### config.mk
export PLATFORM = sky130hd
export DESIGN_NAME = timer_ctrl_flat
export DESIGN_NICKNAME = d
export VERILOG_FILES = /design/src/rtl/timer_ctrl_if.sv /design/src/rtl/timer_ctrl.sv /design/src/flat_wrapper.sv
export SDC_FILE = /design/constraint.sdc
export NUM_CORES = 1
export LEC_CHECK = 0
export BUFFER_PORTS_ARGS = -buffer_cell sky130_fd_sc_hd__buf_2
export CAP_MARGIN = 40
export CORE_UTILIZATION = 25
export DETAILED_ROUTE_END_ITERATION = 10
export GPL_ROUTABILITY_DRIVEN = 0
export PLACE_DENSITY = 0.44
export RECOVER_POWER = 25
export SLEW_MARGIN = 0
export SYNTH_ARGS = -nofsm -noshare
export SYNTH_HDL_FRONTEND = slang
export SYNTH_SLANG_ARGS = --single-unit
### constraint.sdc
create_clock -name clk -period 2.75 [get_ports clk]
set_input_delay 0 -clock clk [delete_from_list [all_inputs] [get_ports clk]]
set_output_delay 0 -clock clk [all_outputs]
set_load 0.005 [all_outputs]
### src/rtl/timer_ctrl_if.sv
// Counter-side connection of the timer controller: the hh:mm:ss counter
// reports wrap-around on ovf and receives tick/clear/edit commands.
interface timer_ctrl_if;
  logic       ovf;
  logic       tick_en;
  logic       clr;
  logic [1:0] set_sel;
  logic       inc_pulse;
  logic       blink;

  modport master (
    input  ovf,
    output tick_en, clr, set_sel, inc_pulse, blink
  );

  modport slave (
    output ovf,
    input  tick_en, clr, set_sel, inc_pulse, blink
  );
endinterface

### src/rtl/timer_ctrl.sv
// Stopwatch/clock-set controller: debounces three active-low keys, runs the
// IDLE/RUN/PAUSE/SET_MIN/SET_HOUR state machine, generates the one-second
// count enable and the blink enable for the field being edited.
module timer_ctrl #(
  parameter int CLK_HZ     = 50000000,
  parameter int DEB_CYCLES = 1000000
) (
  input  logic         clk,
  input  logic         rst,
  input  logic         key_start,
  input  logic         key_mode,
  input  logic         key_inc,
  output logic [2:0]   state,
  timer_ctrl_if.master cnt
);

  typedef enum logic [2:0] {
    IDLE     = 3'b000,
    RUN      = 3'b001,
    PAUSE    = 3'b010,
    SET_MIN  = 3'b011,
    SET_HOUR = 3'b100
  } state_t;

  localparam int PW   = (CLK_HZ > 1) ? $clog2(CLK_HZ) : 1;
  localparam int HALF = (CLK_HZ / 2 > 0) ? CLK_HZ / 2 : 1;
  localparam int BW   = (HALF > 1) ? $clog2(HALF) : 1;
  localparam int DW   = $clog2(DEB_CYCLES + 1);

  localparam logic [PW-1:0] PRE_MAX = PW'(CLK_HZ - 1);
  localparam logic [BW-1:0] BLK_MAX = BW'(HALF - 1);
  localparam logic [DW-1:0] DEB_MAX = DW'(DEB_CYCLES - 1);

  // key index 0 = start, 1 = mode, 2 = inc
  logic [2:0]    key_raw;
  logic [2:0]    sync1, sync2;
  logic [2:0]    deb;
  logic [2:0]    press;
  logic [DW-1:0] dcnt [3];

  logic ev_start, ev_mode, ev_inc;

  state_t        state_q, state_d;
  logic          clr_d, inc_d;
  logic [1:0]    sel_d;
  logic          in_set_d;

  logic          clr_q, inc_q, tick_q, blink_q;
  logic [1:0]    sel_q;
  logic [PW-1:0] pre;
  logic [BW-1:0] bcnt;

  assign key_raw = {key_inc, key_mode, key_start};

  // two-flop synchronizers; reset to the released level
  always_ff @(posedge clk or negedge rst) begin
    if (!rst) begin
      sync1 <= '1;
      sync2 <= '1;
    end else begin
      sync1 <= key_raw;
      sync2 <= sync1;
    end
  end

  // debounce: accept a new level after DEB_CYCLES consecutive mismatches, flag falling edges
  always_ff @(posedge clk or negedge rst) begin
    if (!rst) begin
      deb   <= '1;
      press <= '0;
      for (int unsigned i = 0; i < 3; i++) dcnt[i] <= '0;
    end else begin
      for (int unsigned i = 0; i < 3; i++) begin
        press[i] <= 1'b0;
        if (sync2[i] != deb[i]) begin
          if (dcnt[i] == DEB_MAX) begin
            deb[i]   <= sync2[i];
            dcnt[i]  <= '0;
            press[i] <= ~sync2[i];
          end else begin
            dcnt[i] <= dcnt[i] + DW'(1);
          end
        end else begin
          dcnt[i] <= '0;
        end
      end
    end
  end

  // a start press swallows a coincident mode press
  assign ev_start = press[0];
  assign ev_mode  = press[1] & ~press[0];
  assign ev_inc   = press[2];

  // state register
  always_ff @(posedge clk or negedge rst) begin
    if (!rst) state_q <= IDLE;
    else      state_q <= state_d;
  end

  // next-state, clear and increment decisions
  always_comb begin
    state_d = state_q;
    clr_d   = 1'b0;
    inc_d   = 1'b0;
    case (state_q)
      IDLE: begin
        if (ev_start)     state_d = RUN;
        else if (ev_mode) state_d = SET_MIN;
      end
      RUN: begin
        if (cnt.ovf) begin
          state_d = IDLE;
          clr_d   = 1'b1;
        end else if (ev_start) begin
          state_d = PAUSE;
        end
      end
      PAUSE: begin
        if (ev_start) begin
          state_d = RUN;
        end else if (ev_mode) begin
          state_d = IDLE;
          clr_d   = 1'b1;
        end
      end
      SET_MIN: begin
        if (ev_mode)     state_d = SET_HOUR;
        else if (ev_inc) inc_d   = 1'b1;
      end
      SET_HOUR: begin
        if (ev_mode)     state_d = IDLE;
        else if (ev_inc) inc_d   = 1'b1;
      end
      default: state_d = IDLE;
    endcase
  end

  // field selection derived from the upcoming state
  always_comb begin
    sel_d    = 2'b00;
    in_set_d = 1'b0;
    case (state_d)
      SET_MIN:  begin sel_d = 2'b01; in_set_d = 1'b1; end
      SET_HOUR: begin sel_d = 2'b10; in_set_d = 1'b1; end
      default:  begin sel_d = 2'b00; in_set_d = 1'b0; end
    endcase
  end

  // registered command outputs; clr held high through reset
  always_ff @(posedge clk or negedge rst) begin
    if (!rst) begin
      clr_q <= 1'b1;
      inc_q <= 1'b0;
      sel_q <= 2'b00;
    end else begin
      clr_q <= clr_d;
      inc_q <= inc_d;
      sel_q <= sel_d;
    end
  end

  // one-second prescaler: counts in RUN, holds in PAUSE, cleared elsewhere
  always_ff @(posedge clk or negedge rst) begin
    if (!rst) begin
      pre    <= '0;
      tick_q <= 1'b0;
    end else begin
      tick_q <= 1'b0;
      case (state_q)
        RUN: begin
          if (pre == PRE_MAX) begin
            // a second completing on the way out of RUN is kept pending
            if (state_d == RUN) begin
              pre    <= '0;
              tick_q <= 1'b1;
            end
          end else begin
            pre <= pre + PW'(1);
          end
        end
        PAUSE:   pre <= pre;
        default: pre <= '0;
      endcase
    end
  end

  // blink: restart visible on entering a SET state, toggle every half second
  always_ff @(posedge clk or negedge rst) begin
    if (!rst) begin
      blink_q <= 1'b0;
      bcnt    <= '0;
    end else if (!in_set_d) begin
      blink_q <= 1'b0;
      bcnt    <= '0;
    end else if (state_d != state_q) begin
      blink_q <= 1'b1;
      bcnt    <= '0;
    end else if (bcnt == BLK_MAX) begin
      blink_q <= ~blink_q;
      bcnt    <= '0;
    end else begin
      bcnt <= bcnt + BW'(1);
    end
  end

  assign state         = state_q;
  assign cnt.tick_en   = tick_q;
  assign cnt.clr       = clr_q;
  assign cnt.set_sel   = sel_q;
  assign cnt.inc_pulse = inc_q;
  assign cnt.blink     = blink_q;

endmodule

### src/flat_wrapper.sv
// flat-port wrapper written by rule: the top's interface ports become plain ports
module timer_ctrl_flat 
#(
  parameter int CLK_HZ     = 50000000,
  parameter int DEB_CYCLES = 1000000
)
  (clk, rst, key_start, key_mode, key_inc, state, cnt_ovf, cnt_tick_en, cnt_clr, cnt_set_sel, cnt_inc_pulse, cnt_blink);
  timer_ctrl_if cnt_i ();
  input  logic clk;
  input  logic rst;
  input  logic key_start;
  input  logic key_mode;
  input  logic key_inc;
  output logic [2:0] state;
  input wire logic [$bits(cnt_i.ovf)-1:0] cnt_ovf;
  output wire logic [$bits(cnt_i.tick_en)-1:0] cnt_tick_en;
  output wire logic [$bits(cnt_i.clr)-1:0] cnt_clr;
  output wire logic [$bits(cnt_i.set_sel)-1:0] cnt_set_sel;
  output wire logic [$bits(cnt_i.inc_pulse)-1:0] cnt_inc_pulse;
  output wire logic [$bits(cnt_i.blink)-1:0] cnt_blink;
  assign cnt_i.ovf = cnt_ovf;
  assign cnt_tick_en = cnt_i.tick_en;
  assign cnt_clr = cnt_i.clr;
  assign cnt_set_sel = cnt_i.set_sel;
  assign cnt_inc_pulse = cnt_i.inc_pulse;
  assign cnt_blink = cnt_i.blink;
  timer_ctrl #(.CLK_HZ(CLK_HZ), .DEB_CYCLES(DEB_CYCLES)) u_core (.clk(clk), .rst(rst), .key_start(key_start), .key_mode(key_mode), .key_inc(key_inc), .state(state), .cnt(cnt_i));
endmodule
==> metrics.yaml <==
grt.total_usage_pct: 11.05
setup_violations: 0
synth-edff-count: 0
antenna_cells: 0
hold_viol: 0
crit_path_start: "u_core.pre[10]"
synthArstFlopShare_pct: 100.0
p_sw_w: 0.0009136
numCtsBuffers: 17
status: "finished, violations left"
synth_cell_types: 58
drt_iter0_drc: 230
ios: 15
p_int_w: 0.003342
syn_nets: 688
maxCapViolCount: 1
r2r_start: "u_core.pre[10]"
dr.pass1.iters: 4
grt-ovfl-total: 0
violations: "capacitance limit, slew limit"
combPwrFrac_pct: 2.1
portBuffers: 14
antenna_found_initial: 0
drc: 0
crit_path_start_kind: "flop"
routedWlPerCell_um: 12.98
path_max_fanout: 38
hpwlAfterDp_mm: 9.112
ys_ff_latch: 132
slew_viol_final: 74
worstPathCellList: "or4b_4, nor4_4, a21oi_2, buf_4, a22o_1, a22o_1"
grt_setup_unrepaired: "false"
rows: 59
max_slew_margin_pct: -24.81
power_leakage_nw: 3.009
via_per_inst: 4.580
end_kind: "flop"
cts_buffer_depth: 2
met2WireLength_mm: 6.006
antenna_left: 0
met1_length_mm: 7.033
wl_mm: 13.74
swShare_pct: 21.47
seq_area_frac_synth_pct: 50.24
core-area_um2: 25980
chipWidth_um: 164.5
cpMaxStageDelayCell: "or4b_4"
dieHeight_um: 164.5
clkPwrFrac_pct: 51.4
clock_sinks: 132
max_stage_delay_ps: 590
dieArea_um2: 27050
grt_max_degree: 74
area_growth_pct: 16.80
initial_core_util_pct: 25.40
clock_latency_ps: 420
max_freq_mhz: 446.8
period_needed_ps: 2238
worstMarginPinSlew_ps: 1872
drive_gt1_share_pct: 11.76
vias: 4846
finalCritPeriodShare_pct: 81.39
vdd_ir_drop_max_v: 0.0002784
crit_top_cell: "a22o_1"
seq_power_share_pct: 46.4
hold_path.startpoint: "key_inc"
yosys_warnings: 0
cts_tree: "yes"
power_density_nw_per_um2: 552.1
criticalPathCategory: "flop to flop"
wl_met3_um: 561
highest_layer: "met4"
cts-root-buf: "clkbuf_16"
hold_ws_ps: 225.4
worst_clock_skew_ps: 12.35
holdCritPathClass: "primary input to flop"
cts_resized: 0
cp.required_ps: 3060
netlist_instances: 677
grt_pass1_vias: 4722
synth_ff_type: "dfrtp_1"
num-nets-final: 721
clkTransAtPathRegs_ps: 60
syn_area_per_cell_um2: 9.749
arrival_ps: 2550
fin_util_pct: 29.67
fin_setup_tns_ps: 0
total_power_w: 0.004256
htreeDepth: 4
grt_pass1_wl_mm: 23.50
synth_area_um2: 6600
## flip-flops by register name, summed over array words and instances, names as in the netlist, 2 cells and up
| signal | cells |
|---|---|
| u_core.bcnt | 25 |
| u_core.pre | 26 |
| u_core.sync2 | 3 |
| u_core.cnt.set_sel | 2 |
| u_core.press | 3 |
| u_core.deb | 3 |
| u_core.dcnt | 60 |
| u_core.sync1 | 3 |
| u_core.state | 3 |
## power groups by stage
stage,registers [W],clock network (W),logic (W)
2_1_floorplan,0.00201,0,0.0000311
3_3_place_gp,0.00201,0,0.0000941
3_5_place_dp,0.00201,0,0.0000923
4_1_cts,0.00198,0.00225,0.0000979
5_1_grt,0.00198,0.00234,0.000108
6_report,0.00198,0.00219,0.0000908
## cells in the mapped netlist, types with 2 or more instances
cell type / number / area share [%]
buf_2: 9 / 0.68
and2_1: 7 / 0.66
nor3_1: 19 / 1.4
inv_1: 21 / 1.2
nor4b_1: 6 / 0.80
or2_2: 2 / 0.19
xnor2_1: 55 / 7.3
nand2b_1: 9 / 0.85
a41oi_1: 2 / 0.27
and4_1: 5 / 0.66
and3_1: 18 / 1.7
ha_1: 5 / 0.95
buf_6: 2 / 0.34
a22o_1: 3 / 0.40
dfstp_2: 10 / 4.0
mux2i_1: 14 / 2.1
nor3b_1: 5 / 0.57
a211oi_1: 3 / 0.34
or3_1: 3 / 0.28
dfrtp_1: 122 / 46
a22oi_1: 12 / 1.4
nand4_1: 22 / 2.1
a31oi_1: 9 / 0.85
mux2_2: 4 / 0.68
nand2_1: 54 / 3.1
a21oi_1: 9 / 0.68
nor4_1: 14 / 1.3
clkbuf_1: 6 / 0.34
o21ai_0: 6 / 0.45
nand3_1: 52 / 3.9
nor2b_1: 2 / 0.19
buf_4: 3 / 0.34
xor2_1: 25 / 3.3
nor2_1: 114 / 6.5
or4_1: 2 / 0.23
## cell families after synthesis
kind of cell / count (synthesis) / share of synthesized area [%]
fa+ha+maj: 5 / 0.9479
buf+inv: 42 / 3.128
flops: 132 / 50.24
simple gates: 345 / 26.29
xor+xnor: 80 / 10.62
mux: 18 / 2.806
compound gates: 55 / 5.972
## final timing paths
path	endpoint	slack (ps)	depth (start not counted)
setup / recovery	u_core.pre[3]	510	6
hold reg to reg	u_core.sync2[0]	350	0
hold / removal	u_core.sync1[2]	230	2
min in group asynchronous	u_core.bcnt[14]	630	2
setup reg to reg	u_core.pre[3]	510	6
max in group asynchronous	u_core.cnt.clr	800	3
## per-layer routing
layer | up-vias | track usage, %
met5 | - | 0
met4 | 0 | 3.753
met3 | 9 | 3.365
met2 | 50 | 16.07
met1 | 2366 | 15.43
li1 | 2421 | -
## stage by stage
step	setup slack (ps)	instance area (µm²)	std cells
2_1_floorplan	704.1	6600	677
3_3_place_gp	537.6	7092	1021
3_5_place_dp	514.8	7092	1021
4_1_cts	510.3	7716	1058
5_1_grt	352.8	7709	1058
6_report	511.7	7709	1058
## layout make-up
type / instances / area, µm²
clock buffer: 23 / 498.0
clock inverter: 9 / 76.32
fill: 2730 / 18280
inverter: 21 / 78.83
multi-input combinational: 503 / 3082
sequential: 132 / 3316
tap: 335 / 419.2
timing repair buffer: 35 / 239.0
## worst max-delay path, delay by kind of cell, from the launching register on
kind | cells | cell delay (ps)
AOI/OAI and AO/OA | 3 | 520
buffers and inverters | 1 | 260
DFF | 1 | 450
and+or+nand+nor | 2 | 900
## placed cells by master (no fill, tap or decap), types with 3 or more instances in the layout
cell type / netlist / routed
nor4_1: 14 / 14
clkinv_2: 0 / 6
dlygate4sd3_1: 0 / 5
and2_1: 7 / 7
nor3_1: 19 / 19
nor2_1: 114 / 114
mux2i_1: 14 / 14
buf_4: 3 / 16
nand3_1: 52 / 52
dfstp_2: 10 / 10
nand4_1: 22 / 22
a22oi_1: 12 / 12
or3_1: 3 / 3
dfrtp_1: 122 / 122
a31oi_1: 9 / 9
ha_1: 5 / 5
clkbuf_16: 0 / 17
o21ai_0: 6 / 6
nand2_1: 54 / 54
a211oi_1: 3 / 3
buf_2: 9 / 12
xor2_1: 25 / 25
nor4b_1: 6 / 6
nor3b_1: 5 / 5
a21oi_1: 9 / 8
xnor2_1: 55 / 55
nand2b_1: 9 / 9
and4_1: 5 / 5
inv_1: 21 / 21
clkbuf_8: 0 / 5
and3_1: 18 / 18
a22o_1: 3 / 3
mux2_2: 4 / 4
## repair_timing
action | in CTS | in global routing
setup buffers | 0 | 0
hold buffers | 5 | 0
endpoints found under the hold margin | 70 | 0
Power figures use the tool's default switching activity.
